File: src/rtl/if_stage.sv
// if_stage: MIPS fetch stage with req/ack imem port and IF/ID register.
// Optional IF_PERF_CNT_EN adds fetch_cnt_out / stall_cnt_out counters.
`ifndef INST_DATA_WIDTH
`define INST_DATA_WIDTH 32
`endif

module if_stage #(
   parameter logic [31:0] RESET_PC = 32'h0000_0000
) (
   input  logic                        clk,
   input  logic                        rst_n,
   input  logic                        stall_in,
   input  logic                        flush_in,
   input  logic [31:0]                 redirect_pc_in,
   output logic                        imem_req_out,
   output logic [31:0]                 imem_addr_out,
   input  logic                        imem_ack_in,
   input  logic [`INST_DATA_WIDTH-1:0] imem_data_in,
   output logic                        inst_valid_out,
   output logic [`INST_DATA_WIDTH-1:0] inst_data_out,
   output logic [31:0]                 inst_pc_out
`ifdef IF_PERF_CNT_EN
   ,
   output logic [31:0]                 fetch_cnt_out,
   output logic [31:0]                 stall_cnt_out
`endif
);

   localparam int W = `INST_DATA_WIDTH;

   typedef enum logic [1:0] {
      IDLE,
      REQ,
      HOLD,
      DROP
   } state_t;

   state_t        state_q;
   logic [31:0]   pc_q;
   logic [31:0]   drop_addr_q;
   logic          out_valid_q;
   logic [W-1:0]  out_data_q;
   logic [31:0]   out_pc_q;
   logic [W-1:0]  hold_data_q;
   logic [31:0]   hold_pc_q;
   logic [31:0]   pc_inc_d;
   logic          slot_free_d;

   assign pc_inc_d    = pc_q + 32'd4;
   assign slot_free_d = !stall_in || !out_valid_q;

   // A DROP request keeps the pre-flush address until its ack arrives.
   assign imem_req_out  = (state_q == REQ) || (state_q == DROP);
   assign imem_addr_out = (state_q == DROP) ? drop_addr_q : pc_q;

   assign inst_valid_out = out_valid_q;
   assign inst_data_out  = out_data_q;
   assign inst_pc_out    = out_pc_q;

   // Fetch FSM, PC, IF/ID slot and one-entry hold buffer.
   always_ff @(posedge clk or negedge rst_n) begin
      if (!rst_n) begin
         state_q     <= IDLE;
         pc_q        <= RESET_PC;
         drop_addr_q <= RESET_PC;
         out_valid_q <= 1'b0;
         out_data_q  <= '0;
         out_pc_q    <= '0;
         hold_data_q <= '0;
         hold_pc_q   <= '0;
      end else if (flush_in) begin
         out_valid_q <= 1'b0;
         hold_data_q <= '0;
         hold_pc_q   <= '0;
         pc_q        <= redirect_pc_in;
         unique case (state_q)
            REQ: begin
               if (!imem_ack_in) begin
                  state_q     <= DROP;
                  drop_addr_q <= pc_q;
               end
            end
            DROP: begin
               if (imem_ack_in) state_q <= REQ;
            end
            default: state_q <= REQ;
         endcase
      end else begin
         unique case (state_q)
            IDLE: begin
               state_q <= REQ;
               if (!stall_in) out_valid_q <= 1'b0;
            end
            REQ: begin
               if (imem_ack_in) begin
                  pc_q <= pc_inc_d;
                  if (slot_free_d) begin
                     out_valid_q <= 1'b1;
                     out_data_q  <= imem_data_in;
                     out_pc_q    <= pc_q;
                  end else begin
                     hold_data_q <= imem_data_in;
                     hold_pc_q   <= pc_q;
                     state_q     <= HOLD;
                  end
               end else if (!stall_in) begin
                  out_valid_q <= 1'b0;
               end
            end
            HOLD: begin
               if (!stall_in) begin
                  out_valid_q <= 1'b1;
                  out_data_q  <= hold_data_q;
                  out_pc_q    <= hold_pc_q;
                  state_q     <= REQ;
               end
            end
            DROP: begin
               if (imem_ack_in) state_q <= REQ;
               if (!stall_in) out_valid_q <= 1'b0;
            end
         endcase
      end
   end

`ifdef IF_PERF_CNT_EN
   logic [31:0] fetch_cnt_q;
   logic [31:0] stall_cnt_q;

   assign fetch_cnt_out = fetch_cnt_q;
   assign stall_cnt_out = stall_cnt_q;

   // Count accepted fetches and cycles where decode holds a valid slot.
   always_ff @(posedge clk or negedge rst_n) begin
      if (!rst_n) begin
         fetch_cnt_q <= '0;
         stall_cnt_q <= '0;
      end else begin
         if (!flush_in && (state_q == REQ) && imem_ack_in)
            fetch_cnt_q <= fetch_cnt_q + 32'd1;
         if (stall_in && out_valid_q)
            stall_cnt_q <= stall_cnt_q + 32'd1;
      end
   end
`endif

endmodule
File: config.mk
export PLATFORM = sky130hd
export DESIGN_NAME = if_stage
export DESIGN_NICKNAME = d
export VERILOG_FILES = /design/src/rtl/if_stage.sv
export SDC_FILE = /design/constraint.sdc
export NUM_CORES = 1
export LEC_CHECK = 0
export CORE_MARGIN = 1.5
export CORE_UTILIZATION = 31
export DETAILED_ROUTE_END_ITERATION = 8
export HOLD_SLACK_MARGIN = 0.12
export SLEW_MARGIN = 30
export SYNTH_ARGS = -nofsm -noshare
export SYNTH_HDL_FRONTEND = slang
export SYNTH_SLANG_ARGS = --single-unit
File: constraint.sdc
create_clock -name clk -period 5.4 [get_ports clk]
set_input_delay 1.08 -clock clk [delete_from_list [all_inputs] [get_ports clk]]
set_output_delay 1.08 -clock clk [all_outputs]
set_load 0.005 [all_outputs]
==> results of run 1 <==
cell families after synthesis:
family / after synthesis / synth area share
simple gates: 194 / 0.100
buf+inv: 83 / 0.0365
fa+ha+maj: 5 / 0.00713
mux: 118 / 0.142
flops: 195 / 0.556
compound gates: 196 / 0.149
xor+xnor: 9 / 0.00898
cells in the mapped netlist, types with 4 or more instances:
cell	count	area [um2]
ha_1	5	62.6
o21ai_0	98	490
nand3_1	11	55.1
buf_2	6	30.0
nand2_1	113	424
a22o_1	61	534
nor4_1	4	25.0
a21oi_1	4	20.0
mux2_2	51	574
inv_1	14	52.6
buf_1	14	52.6
a31oi_1	4	25.0
nand2b_1	4	25.0
mux2i_1	67	671
nor3_1	11	55.1
nor2_1	25	93.8
o31ai_1	4	30.0
xnor2_1	6	52.6
nand4_1	5	31.3
clkbuf_1	47	176
dfrtp_1	195	4880
or4_1	7	52.6
a211oi_1	4	30.0
metrics by stage:
step	total power [mW]	std cells	setup WS, ns	utilization
floorplan	3.00	800	2.81	-
global placement	4.05	1286	2.03	0.387
detailed placement	4.08	1286	2.00	0.387
CTS	5.40	1318	1.63	0.408
global route	5.70	1319	1.89	0.409
finish	5.33	1319	2.01	0.409
registers in the layout, indices dropped and copies added (netlist names):
signal and cells:
drop_addr_q 32, hold_pc_q 32, inst_data_out 32, inst_pc_out 32, hold_data_q 32, state_q 2, pc_q 32, inst_valid_out 1
final cells by class:
class / instances / area [um2] / share of cell area
sequential: 195 / 4880 / 0.428
tap: 378 / 473 / 0.0415
clock buffer: 19 / 443 / 0.0388
timing repair buffer: 177 / 1780 / 0.156
clock inverter: 13 / 150 / 0.0132
multi-input combinational: 522 / 3630 / 0.318
inverter: 15 / 56.3 / 0.00494
power by group through the flow:
stage               Clock [mW]  Sequential (mW)  Combinational [mW]
global route              1.41             2.16                2.14
global placement             0             2.12                1.92
detailed placement           0             2.14                1.94
finish                    1.30             2.11                1.92
CTS                       1.34             2.11                1.95
floorplan                    0             2.08               0.927
final timing paths:
kind	end	slack, ns	depth (start not counted)
setup / recovery	imem_addr_out[31]	2.01	3
hold / removal	inst_pc_out[16]$_DFFE_PN0P_	0.48	2
setup reg to reg	pc_q[23]$_DFFE_PN0P_	2.65	6
hold reg to reg	inst_pc_out[16]$_DFFE_PN0P_	0.48	2
max in group asynchronous	inst_data_out[16]$_DFFE_PN0P_	3.49	3
min in group asynchronous	inst_data_out[25]$_DFFE_PN0P_	0.59	1
per-layer routing:
metal,vias to the layer above,GRT usage
li1,3106,-
met1,3225,0.236
met2,182,0.240
met3,20,0.0318
met4,0,0.0465
met5,-,0
critical path, cell delays in order, from the launching register on:
cell and delay (ns):
dfrtp_1 0.45, ha_4 0.52, mux2_2 0.39, clkdlybuf4s50_1 0.52
==> run metrics, run 1 <==
largest net degree at the start of global routing=108; Max Used Layer=met4; Clk pwr share=0.244; CTS resizes=0; Routed WL per cell=17.1 um; DR DRC count=0; Total Nets Final=1002; area grow syn2layout=30.0%; switch share=0.316; Leak Pwr=4.74 nW; Ports=167; Critical Path AT=2.31 ns; routed length on met3=1120 um; pwr dens=467 nW/um2; # port buffers=166; Logic pwr share=0.360; met2 WL post-DR=10100 um; YS warnings=0; via count=6533; vias in the first global route=6456; synthesized net count=874; final max-slew violation count=0; antenna violations before repair=0; reg2reg start=state_q[1]$_DFFE_PN0P_; Routed WL=22600 um; WP data required=4.32 ns; Synth Register Bits=195; Seq/Total Area, Yosys=0.556; status=complete, no violations; final hold vios=0; NetSw=1.68 mW; Critical Path Start=state_q[1]$_DFFE_PN0P_; number of buffers inserted during clock tree synthesis=17; max capacitance violation total=0; filler cell count=2695; latest clock arrival within the worst-skew pair=0.43 ns; Post-DP HPWL=15000 um; GRT overflow=0; CP Launch Type=flop; largest fanout on the critical path=42; Post-synth EDFFs=0; die area=29300 um2; critical path class=reg -> out; Clock Tree Buf Depth=2; setup TNS=0 ns; Period minus WS final=3.39 ns; CTS sink count=195; Clock Skew=0.0100 ns; Synth Area per Inst=11.0 um2; routability cong.=0.746; Worst-Margin Slew=0.877 ns; ys flop type=dfrtp_1; VDD IR-drop max=0.193 mV; Reg power frac=0.395; worst min path class=reg -> reg; fin area=11400 um2; RSZ-0062 raised after global routing=no; Diodes inserted=0; drt pass-1 iters=5; post-synthesis cell area=8770 um2; Initial Utilization=0.315; GRT Overall Usage=0.161; Final Cycle Share=0.627; Worst Hold Launch=inst_pc_out[16]$_DFFE_PN0P_; DP Area=10800 um2; DIE WIDTH=171 um; commonest cells after routing, fill and taps aside=dfrtp_1, clkdlybuf4s50_1, nand2_1; Post-CTS Repair Setup Buffers=0; clock root buffer master=clkbuf_16; cells after synthesis=800; CTS Hold Buffers Added=0; Avg Vias per Cell=4.95; FMAX=295 MHz; Rows=61; Pint=3.65 mW; post-route ant nets=0; Final setup viols=0; CP endpoint kind=primary output; commonest non-fill, non-tap cell in the layout=dfrtp_1; Core ar.=27900 um2; Async S/R FF share, synth=1.00; met1 WL=11100 um; initial drt markers=463; share of cells above drive strength 1=0.116; Max H-tree Level=4; synth unique cells=50; final hold slack=0.478 ns; CTS tree=yes; first-pass GRT wire length=36500 um; Die Ht=171 um; worst rel slew slack=0.412; clock-pin slew on the worst setup and hold paths=0.07 ns
Power figures use the tool's default switching activity.
==> run 2: changes to the inputs <==
Clock period 5.4 ns to 3.5 ns, I/O delays scaled along.
==> run 2 against run 1 <==
Sequential power up 54%. Critical path depth is 1 higher. Clock power increased by 61%. Combinational power increased by 60%. Worst hold slack got worse by 0.13 ns. Critical endpoint is now imem_addr_out[1]. Highest routed layer unchanged.
==> run metrics, run 2 (synthesized netlist as in run 1, its figures left out) <==
CTS resizes=0 (unchanged); area grow syn2layout=31.5%; final hold vios=0 (unchanged); Max H-tree Level=4 (unchanged); worst min path class=in -> async; DR DRC count=0 (unchanged); status=complete, no violations; final setup margin=0.434 ns (-1.58 ns); CP cell instances=ha_2, buf_12, mux2_2, clkdlybuf4s50_1; commonest cells after routing, fill and taps aside=dfrtp_1, clkdlybuf4s50_1, nand2_1; Post-Place Worst Slack=0.535 ns (-1.46 ns); drt pass-1 iters=4 (-1); latest clock arrival within the worst-skew pair=0.43 ns (about the same); Leak Pwr=4.83 nW (+1.8%); # port buffers=166 (unchanged); commonest non-fill, non-tap cell in the layout=dfrtp_1; CP endpoint kind=primary output; CP Launch Type=flop; largest fanout on the critical path=32 (-24%); worst reg2reg setup slack=1.05 ns (-1.60 ns); setup TNS=0 ns (unchanged); CP Buf/Inv Count=2 (+1); routability cong.=0.765 (+2.6%); GRT overflow=0 (unchanged); critical path class=reg -> out; worst rel slew slack=0.500 (+0.0876); Period minus WS final=3.07 ns; Critical Path AT=2.37 ns (+0.06 ns); Worst-Margin Slew=0.750 ns (-0.127 ns); Clock Tree Buf Depth=2 (unchanged); WP data required=2.80 ns (-1.52 ns); Critical Path Slowest Stage Cell=clkdlybuf4s50_1; pwr dens=727 nW/um2 (+56%); RSZ-0062 raised after global routing=no; Final Cycle Share=0.876; CTS tree=yes; antenna violations before repair=0 (unchanged); Rows=61 (unchanged); vias in the first global route=6250 (-3.2%); number of buffers inserted during clock tree synthesis=17 (unchanged); Final setup viols=0 (unchanged); dpl cells=1297 (+0.86%); DIE WIDTH=171 um (unchanged); CTS sink count=195 (unchanged); clock root buffer master=clkbuf_16; Initial Utilization=0.315 (unchanged); CP peak stage delay=0.47 ns (-0.05 ns); initial drt markers=462 (-0.22%); first-pass GRT wire length=36400 um (-0.38%); Ports=167 (unchanged); cell family with most CP delay=buffers and inverters; clock-pin slew on the worst setup and hold paths=0.07 ns (about the same); Diodes inserted=0 (unchanged); fin cells=1329 (+0.76%); FMAX=326 MHz; die area=29300 um2 (unchanged); max capacitance violation total=0 (unchanged); Avg Vias per Cell=4.88 (-1.6%); GRT Overall Usage=0.162 (+0.000778); via count=6479 (-0.83%); Core ar.=27900 um2 (unchanged); Routed WL per cell=17.2 um (+0.41%); share of cells above drive strength 1=0.126 (+0.0103); Total Nets Final=1012 (+1.0%); Clock Skew=0.0151 ns (+0.00509 ns); Routed WL=22900 um (+1.2%); post-route ant nets=0 (unchanged); Post-DP HPWL=15400 um (+2.6%); Die Ht=171 um (unchanged); VDD IR-drop max=0.287 mV (+49%); largest net degree at the start of global routing=89 (-18%); filler cell count=2701 (+0.22%); final max-slew violation count=0 (unchanged); CTS Hold Buffers Added=0 (unchanged); Post-CTS Repair Setup Buffers=0 (unchanged)
==> run 2: cell count changes in the layout (fill, tap and decap cells not counted), sizes merged <==
| cell | change |
|---|---|
| clkinvlp | -1 |
| bufinv | +1 |
| inv | -1 |
| clkinv | +1 |
| buf | +10 |
==> run 2: metal layers <==
metal	GRT usage	part of all wire	vias up
met3	0.0315	0.043	12
met5	0	0	-
met2	0.245	0.45	157
met1	0.238	0.50	3173
met4	0.0374	0.0092	0
li1	-	-	3137
==> run 2: layout make-up <==
cell class	count	area (um2)	share of cell area
clock buffer	19	453	0.0392
multi-input combinational	522	3610	0.313
inverter	15	56.3	0.00488
tap	378	473	0.0410
sequential	195	4880	0.423
timing repair buffer	187	1890	0.164
clock inverter	13	174	0.0151
==> run 2: final timing paths <==
path / depth (start not counted) / startpoint / end
max in group asynchronous: 2 / rst_n / hold_pc_q[20]$_DFFE_PN0P_
worst max register to register: 7 / state_q[1]$_DFFE_PN0P_ / pc_q[28]$_DFFE_PN0P_
worst min-delay path: 1 / rst_n / inst_data_out[26]$_DFFE_PN0P_
worst max-delay path: 4 / state_q[1]$_DFFE_PN0P_ / imem_addr_out[1]
worst min register to register: 2 / inst_data_out[21]$_DFFE_PN0P_ / inst_data_out[21]$_DFFE_PN0P_
min in group clk: 2 / inst_data_out[21]$_DFFE_PN0P_ / inst_data_out[21]$_DFFE_PN0P_
==> run 2: metrics by stage <==
stage / utilization / hold slack, ns / instance area (um2) / total power, mW
4_1_cts: 0.414 / 0.363 / 11500 / 8.53
5_1_grt: 0.414 / 0.375 / 11500 / 8.96
3_5_place_dp: 0.392 / 0.469 / 10900 / 6.40
2_1_floorplan: - / 0.404 / 8770 / 4.63
6_report: 0.414 / 0.344 / 11500 / 8.39
3_3_place_gp: 0.392 / 0.461 / 10900 / 6.36
==> run 2: power by group <==
group / total (mW) / internal [mW] / switching (mW)
logic: 3.07 / 1.74 / 1.32
registers: 3.24 / 2.85 / 0.381
clock network: 2.09 / 1.18 / 0.911
total: 8.39 / 5.78 / 2.61
